--- src/rtl/cu_pipe.sv ---
// cu_pipe: RV32I control-word decode carried through NSTAGES pipeline stages with load-use bubbles, flush, freeze and perf counters
module cu_pipe #(
  parameter int NSTAGES = 3,
  parameter int CNT_W   = 16
) (
  input  logic                 clk,
  input  logic                 rst,
  input  logic [31:0]          instr_in,
  input  logic                 stall,
  input  logic                 chng2nop,
  output logic [NSTAGES*11-1:0] cw_out,
  output logic [NSTAGES*5-1:0]  rd_out,
  output logic                 illegal_ex,
  output logic                 hazard_stall,
  output logic [CNT_W-1:0]     bubble_cnt,
  output logic [CNT_W-1:0]     flush_cnt
);
  localparam logic [10:0] CW_R     = 11'h201;
  localparam logic [10:0] CW_I     = 11'h411;
  localparam logic [10:0] CW_LOAD  = 11'h01B;
  localparam logic [10:0] CW_STORE = 11'h014;
  localparam logic [10:0] CW_BR    = 11'h620;
  localparam logic [10:0] CW_JAL   = 11'h1D1;
  localparam logic [10:0] CW_JALR  = 11'h0D1;
  localparam logic [10:0] CW_LUI   = 11'h011;
  localparam logic [10:0] CW_AUIPC = 11'h111;
  logic [NSTAGES*11-1:0] cw_q, cw_d;
  logic [NSTAGES*5-1:0]  rd_q, rd_d;
  logic                  ill_q, ill_d;
  logic [CNT_W-1:0]      bub_q, bub_d, fl_q, fl_d;
  logic [10:0]           dec_cw;
  logic [4:0]            dec_rd;
  logic                  dec_ill, use_rs1, use_rs2, load_use, insert_nop;
  // Opcode decode into control word, illegal flag and which source registers are read
  always_comb begin
    dec_cw  = '0;
    dec_ill = 1'b0;
    use_rs1 = 1'b0;
    use_rs2 = 1'b0;
    case (instr_in[6:0])
      7'b0110011: begin dec_cw = CW_R;     use_rs1 = 1'b1; use_rs2 = 1'b1; end
      7'b0010011: begin dec_cw = CW_I;     use_rs1 = 1'b1; end
      7'b0000011: begin dec_cw = CW_LOAD;  use_rs1 = 1'b1; end
      7'b0100011: begin dec_cw = CW_STORE; use_rs1 = 1'b1; use_rs2 = 1'b1; end
      7'b1100011: begin dec_cw = CW_BR;    use_rs1 = 1'b1; use_rs2 = 1'b1; end
      7'b1101111: dec_cw = CW_JAL;
      7'b1100111: begin dec_cw = CW_JALR;  use_rs1 = 1'b1; end
      7'b0110111: dec_cw = CW_LUI;
      7'b0010111: dec_cw = CW_AUIPC;
      default:    dec_ill = 1'b1;
    endcase
  end
  assign dec_rd = dec_cw[0] ? instr_in[11:7] : 5'd0;
  // A load in EX whose destination is read by the instruction in ID forces one bubble
  assign load_use = cw_q[1] && rd_q[4:0] != 5'd0 &&
                    ((use_rs1 && instr_in[19:15] == rd_q[4:0]) ||
                     (use_rs2 && instr_in[24:20] == rd_q[4:0]));
  assign hazard_stall = load_use && !stall && !chng2nop;
  assign insert_nop   = chng2nop || load_use;
  assign cw_d  = stall ? cw_q  : {cw_q[NSTAGES*11-12:0], insert_nop ? 11'd0 : dec_cw};
  assign rd_d  = stall ? rd_q  : {rd_q[NSTAGES*5-6:0], insert_nop ? 5'd0 : dec_rd};
  assign ill_d = stall ? ill_q : !insert_nop && dec_ill;
  assign bub_d = (hazard_stall && bub_q != '1) ? bub_q + CNT_W'(1) : bub_q;
  assign fl_d  = (!stall && chng2nop && fl_q != '1) ? fl_q + CNT_W'(1) : fl_q;
  // Stage registers and saturating counters, cleared immediately on reset
  always_ff @(posedge clk or posedge rst) begin
    if (rst) begin
      cw_q  <= '0;
      rd_q  <= '0;
      ill_q <= 1'b0;
      bub_q <= '0;
      fl_q  <= '0;
    end else begin
      cw_q  <= cw_d;
      rd_q  <= rd_d;
      ill_q <= ill_d;
      bub_q <= bub_d;
      fl_q  <= fl_d;
    end
  end
  assign cw_out     = cw_q;
  assign rd_out     = rd_q;
  assign illegal_ex = ill_q;
  assign bubble_cnt = bub_q;
  assign flush_cnt  = fl_q;
endmodule

--- config.mk ---
export PLATFORM = sky130hd
export DESIGN_NAME = cu_pipe
export DESIGN_NICKNAME = d
export VERILOG_FILES = /design/src/rtl/cu_pipe.sv
export SDC_FILE = /design/constraint.sdc
export NUM_CORES = 1
export LEC_CHECK = 0
export BUFFER_PORTS_ARGS = -buffer_cell sky130_fd_sc_hd__buf_4
export CORE_MARGIN = 2
export CORE_UTILIZATION = 50
export CTS_BUF_LIST = sky130_fd_sc_hd__clkbuf_4 sky130_fd_sc_hd__clkbuf_8
export CTS_CLUSTER_DIAMETER = 150
export CTS_CLUSTER_SIZE = 8
export DETAILED_ROUTE_END_ITERATION = 10
export PLACE_DENSITY = 0.79
export SLEW_MARGIN = 20
export SYNTH_ARGS = -nofsm -noshare
export SYNTH_HDL_FRONTEND = slang
export SYNTH_SLANG_ARGS = --single-unit
--- constraint.sdc ---
create_clock -name clk -period 2.6 [get_ports clk]
set_input_delay 0.13 -clock clk [delete_from_list [all_inputs] [get_ports clk]]
set_output_delay 0.13 -clock clk [all_outputs]
set_load 0.03 [all_outputs]
## Yosys cells after proc, flatten, opt, wreduce, memory -nomap -nowiden

Cells that the tools add are included.

- Register bits after elaboration: 81
- Input port bits: 36
- Output and inout port bits: 82
- Logic and storage cells: 46

- Add/subtract/negate cells: 2
- Equal/unequal tests: 13
- Mux-type cells: 7
- Reductions and logical operators: 19

Operators with widths:

| kind | number |
|---|---|
| $pmux W11 S9 | 1 |
| $add A16 B1 Y16 const B | 2 |
| $ne A16 B16 Y1 const B | 2 |
| $eq A7 B6 Y1 const B | 3 |
| $eq A7 B7 Y1 const B | 3 |
| $eq A7 B5 Y1 const B | 2 |
| $mux W11 | 1 |
| $eq A5 B5 Y1 | 2 |
| $logic_and A1 B1 Y1 | 10 |
| $mux W5 | 2 |
| $reduce_or A9 Y1 | 1 |
| $eq A7 B2 Y1 const B | 1 |
| $reduce_or A6 Y1 | 1 |
| $reduce_bool A5 Y1 | 1 |
| $logic_not A1 Y1 | 3 |
| $mux W1 | 3 |
| $reduce_or A3 Y1 | 1 |
| $logic_or A1 B1 Y1 | 2 |

## Logic depth before layout (Yosys ltp)

Gate-level depths: netlist of the first run.

- Word-level depth: 9
- Gate-level depth with buffers: 9
- Depth with buffers taken out: 6

## Worst setup path after synthesis of the first run

Ideal clock, no wire load.

- Path type: reg2reg
- Start: reg rd_q[0] (netlist: rd_out[0])
- End: reg bub_q[1] (netlist: bubble_cnt[1])
- Setup time: 0.125 ns
- Data arrival time: 2.065 ns
- Path slack: 0.410 ns
- Stages on the path, launching flop included: 7
- Path buffers: 1
- Period minus slack after synthesis: 2.190 ns
- Cell sequence: dfrtp_1 or4_1 o21ai_2 nand2b_1 buf_4 or3_4 mux2_4

- Cells in the longest elaborated chain, start to end: 7
- Elaborated cells on any way between the ends: 11

RTL lines:

| item | line | text |
|---|---|---|
| start: declaration | 28 | `logic [NSTAGES*5-1:0] rd_q, rd_d;` |
| start signal: assignment | 75 | `rd_q <= rd_d;` |
| $eq A5 B5 Y1, on equally long branches | 56, 57 |  |
| $logic_and A1 B1 Y1, on equally long branches | 56, 57 |  |
| $logic_or A1 B1 Y1 | 56 | `((use_rs1 && instr_in[19:15] == rd_q[4:0]) \|\|` |
| $logic_and A1 B1 Y1 * | 55 | `assign load_use = cw_q[1] && rd_q[4:0] != 5'd0 &&` |
| $logic_and A1 B1 Y1 * (2 in series) | 58 | `assign hazard_stall = load_use && !stall && !chng2nop;` |
| $logic_and A1 B1 Y1 * | 63 | `assign bub_d = (hazard_stall && bub_q != '1) ? bub_q + CNT_W'(1) : bub_q;` |
| end signal: assignment | 77 | `bub_q <= bub_d;` |
| end: declaration | 30 | `logic [CNT_W-1:0] bub_q, bub_d, fl_q, fl_d;` |

Mark *: on every way between the ends. The rest lies on a longest branch, timed or not.
A chain may end at the register's enable or synchronous reset.

## Final worst setup path of the first run

- Start: reg rd_q[4] (netlist: rd_out[4])
- End: out hazard_stall

- Cells in the longest elaborated chain, start to end: 6
- Elaborated cells on any way between the ends: 10

RTL lines:

| item | line | text |
|---|---|---|
| $eq A5 B5 Y1, on equally long branches | 56, 57 |  |
| $logic_and A1 B1 Y1, on equally long branches | 56, 57 |  |
| $logic_or A1 B1 Y1 | 56 |  |
| $logic_and A1 B1 Y1 * | 55 |  |
| $logic_and A1 B1 Y1 * (2 in series) | 58 |  |
| end: declaration | 14 | `output logic hazard_stall,` |

Marks and branches as above.

==> results of run 1 <==
[worst min-delay path by stage]
| stage | cells past startpoint | slack, ns | from | endpoint |
|---|---|---|---|---|
| after detailed placement | 2 | 0.21 | rst | flush_cnt[9] |
| after global routing | 2 | 0.02 | instr_in[9] | rd_out[2] |
| final | 2 | 0.02 | instr_in[9] | rd_out[2] |
| after CTS | 2 | 0.002 | instr_in[11] | rd_out[4] |
| after global placement | 2 | 0.21 | rst | cw_out[29] |
| after floorplan | 1 | 0.26 | instr_in[7] | rd_out[0] |
[final cells by class]
cell class	count	share of cell area
clock buffer	9	0.0268
clock inverter	7	0.0149
inverter	5	0.00406
multi-input combinational	206	0.328
sequential	75	0.406
tap	96	0.0260
timing repair buffer	118	0.194
[kinds of logic after synthesis]
group / after synthesis
simple gates: 103
mux: 30
flops: 75
xor+xnor: 40
buf+inv: 27
compound gates: 31
fa+ha+maj: 2
[flip-flops by register name, summed over array words and instances, names as in the netlist]
| signal | flops |
|---|---|
| flush_cnt | 16 |
| illegal_ex | 1 |
| rd_out | 15 |
| bubble_cnt | 16 |
| cw_out | 27 |
[stage by stage]
step	hold slack (ns)	std cells	power [uW]	utilization
final	0.0183	516	2550	0.677
after global routing	0.0203	516	2650	0.677
after CTS	0.00178	515	2570	0.675
after detailed placement	0.208	495	1710	0.641
after global placement	0.209	495	1690	0.641
after floorplan	0.259	308	1550	-
[cells in the final DEF, fill, tap and decap left out, drive strengths merged, types with 5 or more instances in the layout]
cell / netlist / layout
nand3: 11 / 11
nand2: 27 / 27
and4: 5 / 5
nand4: 12 / 12
inv: 5 / 5
o21ai: 10 / 10
mux2: 30 / 30
dlygate4sd3: 0 / 5
xor2: 16 / 16
xnor2: 24 / 24
dfrtp: 75 / 75
buf: 15 / 113
a21oi: 5 / 5
clkbuf: 7 / 9
nor4: 10 / 10
nor2: 11 / 11
a22o: 6 / 6
[where the power goes]
part / switching, uW / internal [uW]
registers: 69.0 / 1220
logic: 233 / 168
clock network: 424 / 439
total: 725 / 1830
[what timing repair did]
item,4_1_cts,5_1_grt
hold buffers,4,1
hold endpoints to repair,28,1
endpoints found under the setup margin,0,0
[critical path, cell delays in order (launching register included)]
cell and delay, ns:
dfrtp_1 0.47, xnor2_1 0.23, nand4_1 0.14, o22a_1 0.27, or2_2 0.32, nor2_1 0.17, buf_4 0.19
[per-layer routing]
layer,part of all wire,GRT usage,up-vias
met5,0,0,-
met4,0.016,0.0854,0
met3,0.042,0.0364,11
met2,0.49,0.323,78
met1,0.45,0.266,1290
li1,-,-,1310
==> flow_metrics.py, run 1 <==
metrics = {
    "outcome": {
        "status": "completed",
    },
    "logic_synthesis": {
        "synth-seq-cells": 75,
        "ys_seq_area_frac": 0.529,
        "yosys_warnings": 0,
        "synthXorXnorAreaFrac": 0.0987,
        "synth_nets": 346,
        "ys.flop_type": "dfrtp_1",
        "async_flop_share": 1.00,
        "yosys.area_share.simple": 0.163,
        "synth_common_cells": "dfrtp_1 (75), mux2_2 (29), nand2_1 (27)",
        "yosysTopAreaCellShare": 0.529,
        "synth_edf_count": 0,
        "synth_fa_ha_area_frac": 0.00705,
        "synth.avg_cell_area_sq_um": 11.5,
        "synth_top_family_by_area": "simple AND/OR/NAND/NOR gates",
        "netlist_top_cells_area": "dfrtp_1 (53%), mux2_2 (9.2%), xnor2_1 (5.9%)",
        "synth_mux_area_frac": 0.0962,
        "synth_cells": 308,
        "synth_cell_types": 48,
        "synth_top_cell_by_area": "dfrtp_1",
        "synth.most_common_cell": "dfrtp_1",
        "synth_compound_area_frac": 0.0617,
        "synth_area_sq_um": 3550,
    },
    "min_path": {
        "min_path_type": "primary input to flop",
    },
    "clock_tree": {
        "h-tree-depth": 3,
        "clock-root-buffer": "clkbuf_8",
        "clock-sinks": 75,
        "clk_path_buf_depth": 2,
        "clk_pin_slew_ns": 0.07,
        "cts_tree": "yes",
        "cts-buffers-inserted": 9,
        "cts_setup_buffers": 0,
        "cts_resized": 0,
        "clock_latency_ns": 0.34,
    },
    "placed_design": {
        "post_dp_cell_area_sq_um": 4380,
        "portBuffers": 107,
        "dp_hpwl_um": 5440,
        "dp_slack_ns": 0.664,
        "gp_congestion": 0.845,
    },
    "drt": {
        "drc": 0,
        "ant_nets": 0,
        "avgRoutedWirePerCell_um": 14.8,
        "vias": 2689,
        "drtIter0Drc": 118,
        "dr.pass1.iters": 4,
        "viasPerCell": 5.21,
        "routed_wl_um": 7640,
    },
    "floorplanning": {
        "fp.dieW_um": 88.3,
        "rows": 30,
        "fp.dieH_um": 88.3,
        "die-area_sq_um": 7790,
        "io_pins": 118,
        "core_area_sq_um": 6830,
        "start_util": 0.520,
    },
    "setup_path": {
        "cp-start-kind": "flop",
        "worstPathRequired_ns": 2.47,
        "r2r-start": "rd_out[4]",
        "r2r_cells": 5,
        "r2r-end": "bubble_cnt[1]",
        "cp_max_fo": 6,
        "r2r_setup_slack_ns": 0.64,
        "cp.arrival_ns": 2.12,
        "cp-startpoint": "rd_out[4]",
        "endpoint": "hazard_stall",
        "worstSetupEndpointType": "primary output",
        "critPathKind": "flop to primary output",
    },
    "timing": {
        "fin_tns_setup_ns": 0,
        "clock_skew_ns": 0.0108,
        "fin_crit_sh": 0.866,
        "max_freq_mhz": 444,
        "worst_pin_slew_ns": 0.544,
        "relSlewSlack": 0.632,
        "maxSlewViolCount": 0,
        "setup_viol": 0,
        "hold_viol": 0,
        "fin_crit_ns": 2.25,
        "setup_ws_ns": 0.349,
        "rsz0062_at_grt": "false",
    },
    "global_routing": {
        "grt_pass1_wl_um": 12000,
        "grt_max_degree": 49,
        "antenna_found_initial": 0,
        "track_usage": 0.199,
        "grt-ovfl-total": 0,
        "grt_pass1_vias": 2463,
    },
    "finish": {
        "syn_to_final_growth_pct": 30.2,
        "multi_input_area_sq_um": 1520,
        "design_area_sq_um": 4620,
        "diodes": 0,
        "final_layout_size_suffix_gt1_frac": 0.400,
        "nNetsFinal": 453,
        "ff_latch_area_sq_um": 1880,
        "fillerInstances": 554,
    },
    "power": {
        "p_leak_uw": 0.00235,
        "power.density_nw_per_um2": 552,
        "ir_drop_uv": 290,
    },
    "job": {
        "drv_cap": 0,
    },
}
Note: power is estimated with default switching activity, not from simulation.
==> inputs of run 2 (changes only) <==
- clock period: 2.6 -> 2.9 ns (I/O delays scaled with it)
==> run 2 against run 1 <==
Routed wire length rose by 3.0%. Critical path depth unchanged. Global-route usage grew 0.65 points. Flip-flop and latch count stayed put. Highest routed layer unchanged. Critical endpoint unchanged. Combinational power decreased by 12%. Sequential share of layout area grew 0.21 points.
==> flow_metrics.py, run 2 (synthesis gave the netlist of run 1 again) <==
metrics = {
    "timing": {
        "fin_crit_sh": 0.859,
        "rsz0062_at_grt": "false",
        "worst_pin_slew_ns": 0.767,
        "fin_crit_ns": 2.49,
        "fin_tns_setup_ns": 0,
        "setup_viol": 0,
        "clock_skew_ns": 0.0119,
        "hold_viol": 0,
        "maxSlewViolCount": 0,
        "max_freq_mhz": 401,
        "relSlewSlack": 0.488,
    },
    "global_routing": {
        "grt_pass1_vias": 2634,
        "grt_pass1_wl_um": 12500,
        "track_usage": 0.206,
        "antenna_found_initial": 0,
        "grt-ovfl-total": 0,
        "grt_max_degree": 49,
    },
    "clock_tree": {
        "cts_resized": 0,
        "h-tree-depth": 3,
        "clock-sinks": 75,
        "clk_pin_slew_ns": 0.08,
        "cts_tree": "yes",
        "clock_latency_ns": 0.34,
        "cts-buffers-inserted": 9,
        "clock-root-buffer": "clkbuf_8",
        "clk_path_buf_depth": 2,
    },
    "floorplanning": {
        "die-area_sq_um": 7790,
        "rows": 30,
        "io_pins": 118,
        "start_util": 0.520,
        "fp.dieW_um": 88.3,
        "core_area_sq_um": 6830,
        "fp.dieH_um": 88.3,
    },
    "setup_path": {
        "critPathKind": "flop to primary output",
        "crit_buf_inv": 1,
        "critPathSlowestCell": "dfrtp_1",
        "crit_family": "simple AND/OR/NAND/NOR gates",
        "cp_max_fo": 18,
        "cp-start-kind": "flop",
        "cp.arrival_ns": 2.35,
        "path_cells": "xnor2_1, nand4_1, o22a_1, or2_2, nor2_1, buf_4",
        "crit_path_max_incr_delay_ns": 0.46,
        "worstPathRequired_ns": 2.76,
        "worstSetupEndpointType": "primary output",
    },
    "drt": {
        "routed_wl_um": 7860,
        "avgRoutedWirePerCell_um": 15.4,
        "ant_nets": 0,
        "drc": 0,
        "dr.pass1.iters": 4,
        "drtIter0Drc": 98,
        "vias": 2693,
        "viasPerCell": 5.29,
    },
    "finish": {
        "fillerInstances": 544,
        "nNetsFinal": 446,
        "syn_to_final_growth_pct": 29.5,
        "design_area_sq_um": 4600,
        "layout_common_cells": "buf_4 (110), dfrtp_1 (75), mux2_2 (29), nand2_1 (27), xnor2_1 (24)",
        "largest_reg_flops": 27,
        "final_layout_size_suffix_gt1_frac": 0.400,
        "diodes": 0,
        "mostFrequentLayoutCell": "buf_4",
    },
    "power": {
        "p_leak_uw": 0.00234,
        "p_total_uw": 2430,
        "ir_drop_uv": 273,
        "power.density_nw_per_um2": 528,
    },
    "job": {
        "drv_cap": 0,
    },
    "placed_design": {
        "dp_hpwl_um": 5660,
        "post_dp_cell_area_sq_um": 4360,
        "portBuffers": 107,
        "gp_congestion": 0.830,
    },
    "min_path": {
        "min_path_type": "primary input to flop",
    },
    "outcome": {
        "status": "completed",
    },
}
[run 2: cell count changes in the layout (fill, tap and decap cells not counted), sizes merged]
cell / before / now
clkinvlp: 2 / 1
clkinv: 4 / 1
bufinv: 1 / 2
buf: 113 / 110
clkbuf: 9 / 12
dlygate4sd3: 5 / 1
[run 2: area by class of cell]
class                   instances  area [sq um]  share of cell area
inverters                       5          18.8             0.00408
flip-flops and latches         75          1880               0.408
repair buffers                111           836               0.182
clock inverters                 4          72.6              0.0158
multi-input cells             206          1520               0.330
well taps                      96           120              0.0261
clock buffers                  12           159              0.0346
[run 2: final timing paths]
path,end,slack (ns),cells after the start,startpoint
setup / recovery,hazard_stall,0.41,6,rd_out[2]
hold / removal,rd_out[3],0.02,2,instr_in[10]
setup reg to reg,bubble_cnt[1],0.60,6,rd_out[0]
hold reg to reg,bubble_cnt[8],0.48,1,bubble_cnt[8]
max in group asynchronous,cw_out[16],1.63,4,rst
min in group asynchronous,rd_out[14],0.51,3,rst
[run 2: worst register-to-register path, delay by kind of cell (launching register included)]
kind / cells / cell delay [ns]
mux: 1 / 0.29
compound gates: 1 / 0.12
buf+inv: 1 / 0.17
flops: 1 / 0.46
simple gates: 3 / 1.12
[run 2: power by group]
part | switching (uW) | internal [uW]
Clock | 378 | 540
Combinational | 207 | 146
Sequential | 62.0 | 1090
[run 2: through the flow]
| stage | cells | setup WS (ns) | util | hold slack (ns) |
|---|---|---|---|---|
| detailed placement | 492 | 0.649 | 0.638 | 0.335 |
| CTS | 509 | 0.418 | 0.673 | 0.0125 |
| global route | 509 | 0.266 | 0.673 | 0.00986 |
| floorplan | 308 | 0.710 | - | 0.274 |
| finish | 509 | 0.408 | 0.673 | 0.0207 |
| global placement | 492 | 0.707 | 0.638 | 0.337 |
[run 2: what timing repair did]
item | in CTS | in global routing
hold buffers | 1 | 0
endpoints found under the hold margin | 34 | 0
buffers inserted | 0 | 0
[run 2: per-layer routing]
| layer | GRT usage | routed length [um] |
|---|---|---|
| met5 | 0 | 0 |
| met4 | 0.0854 | 165 |
| met1 | 0.263 | 3460 |
| met3 | 0.0308 | 323 |
| met2 | 0.353 | 3910 |
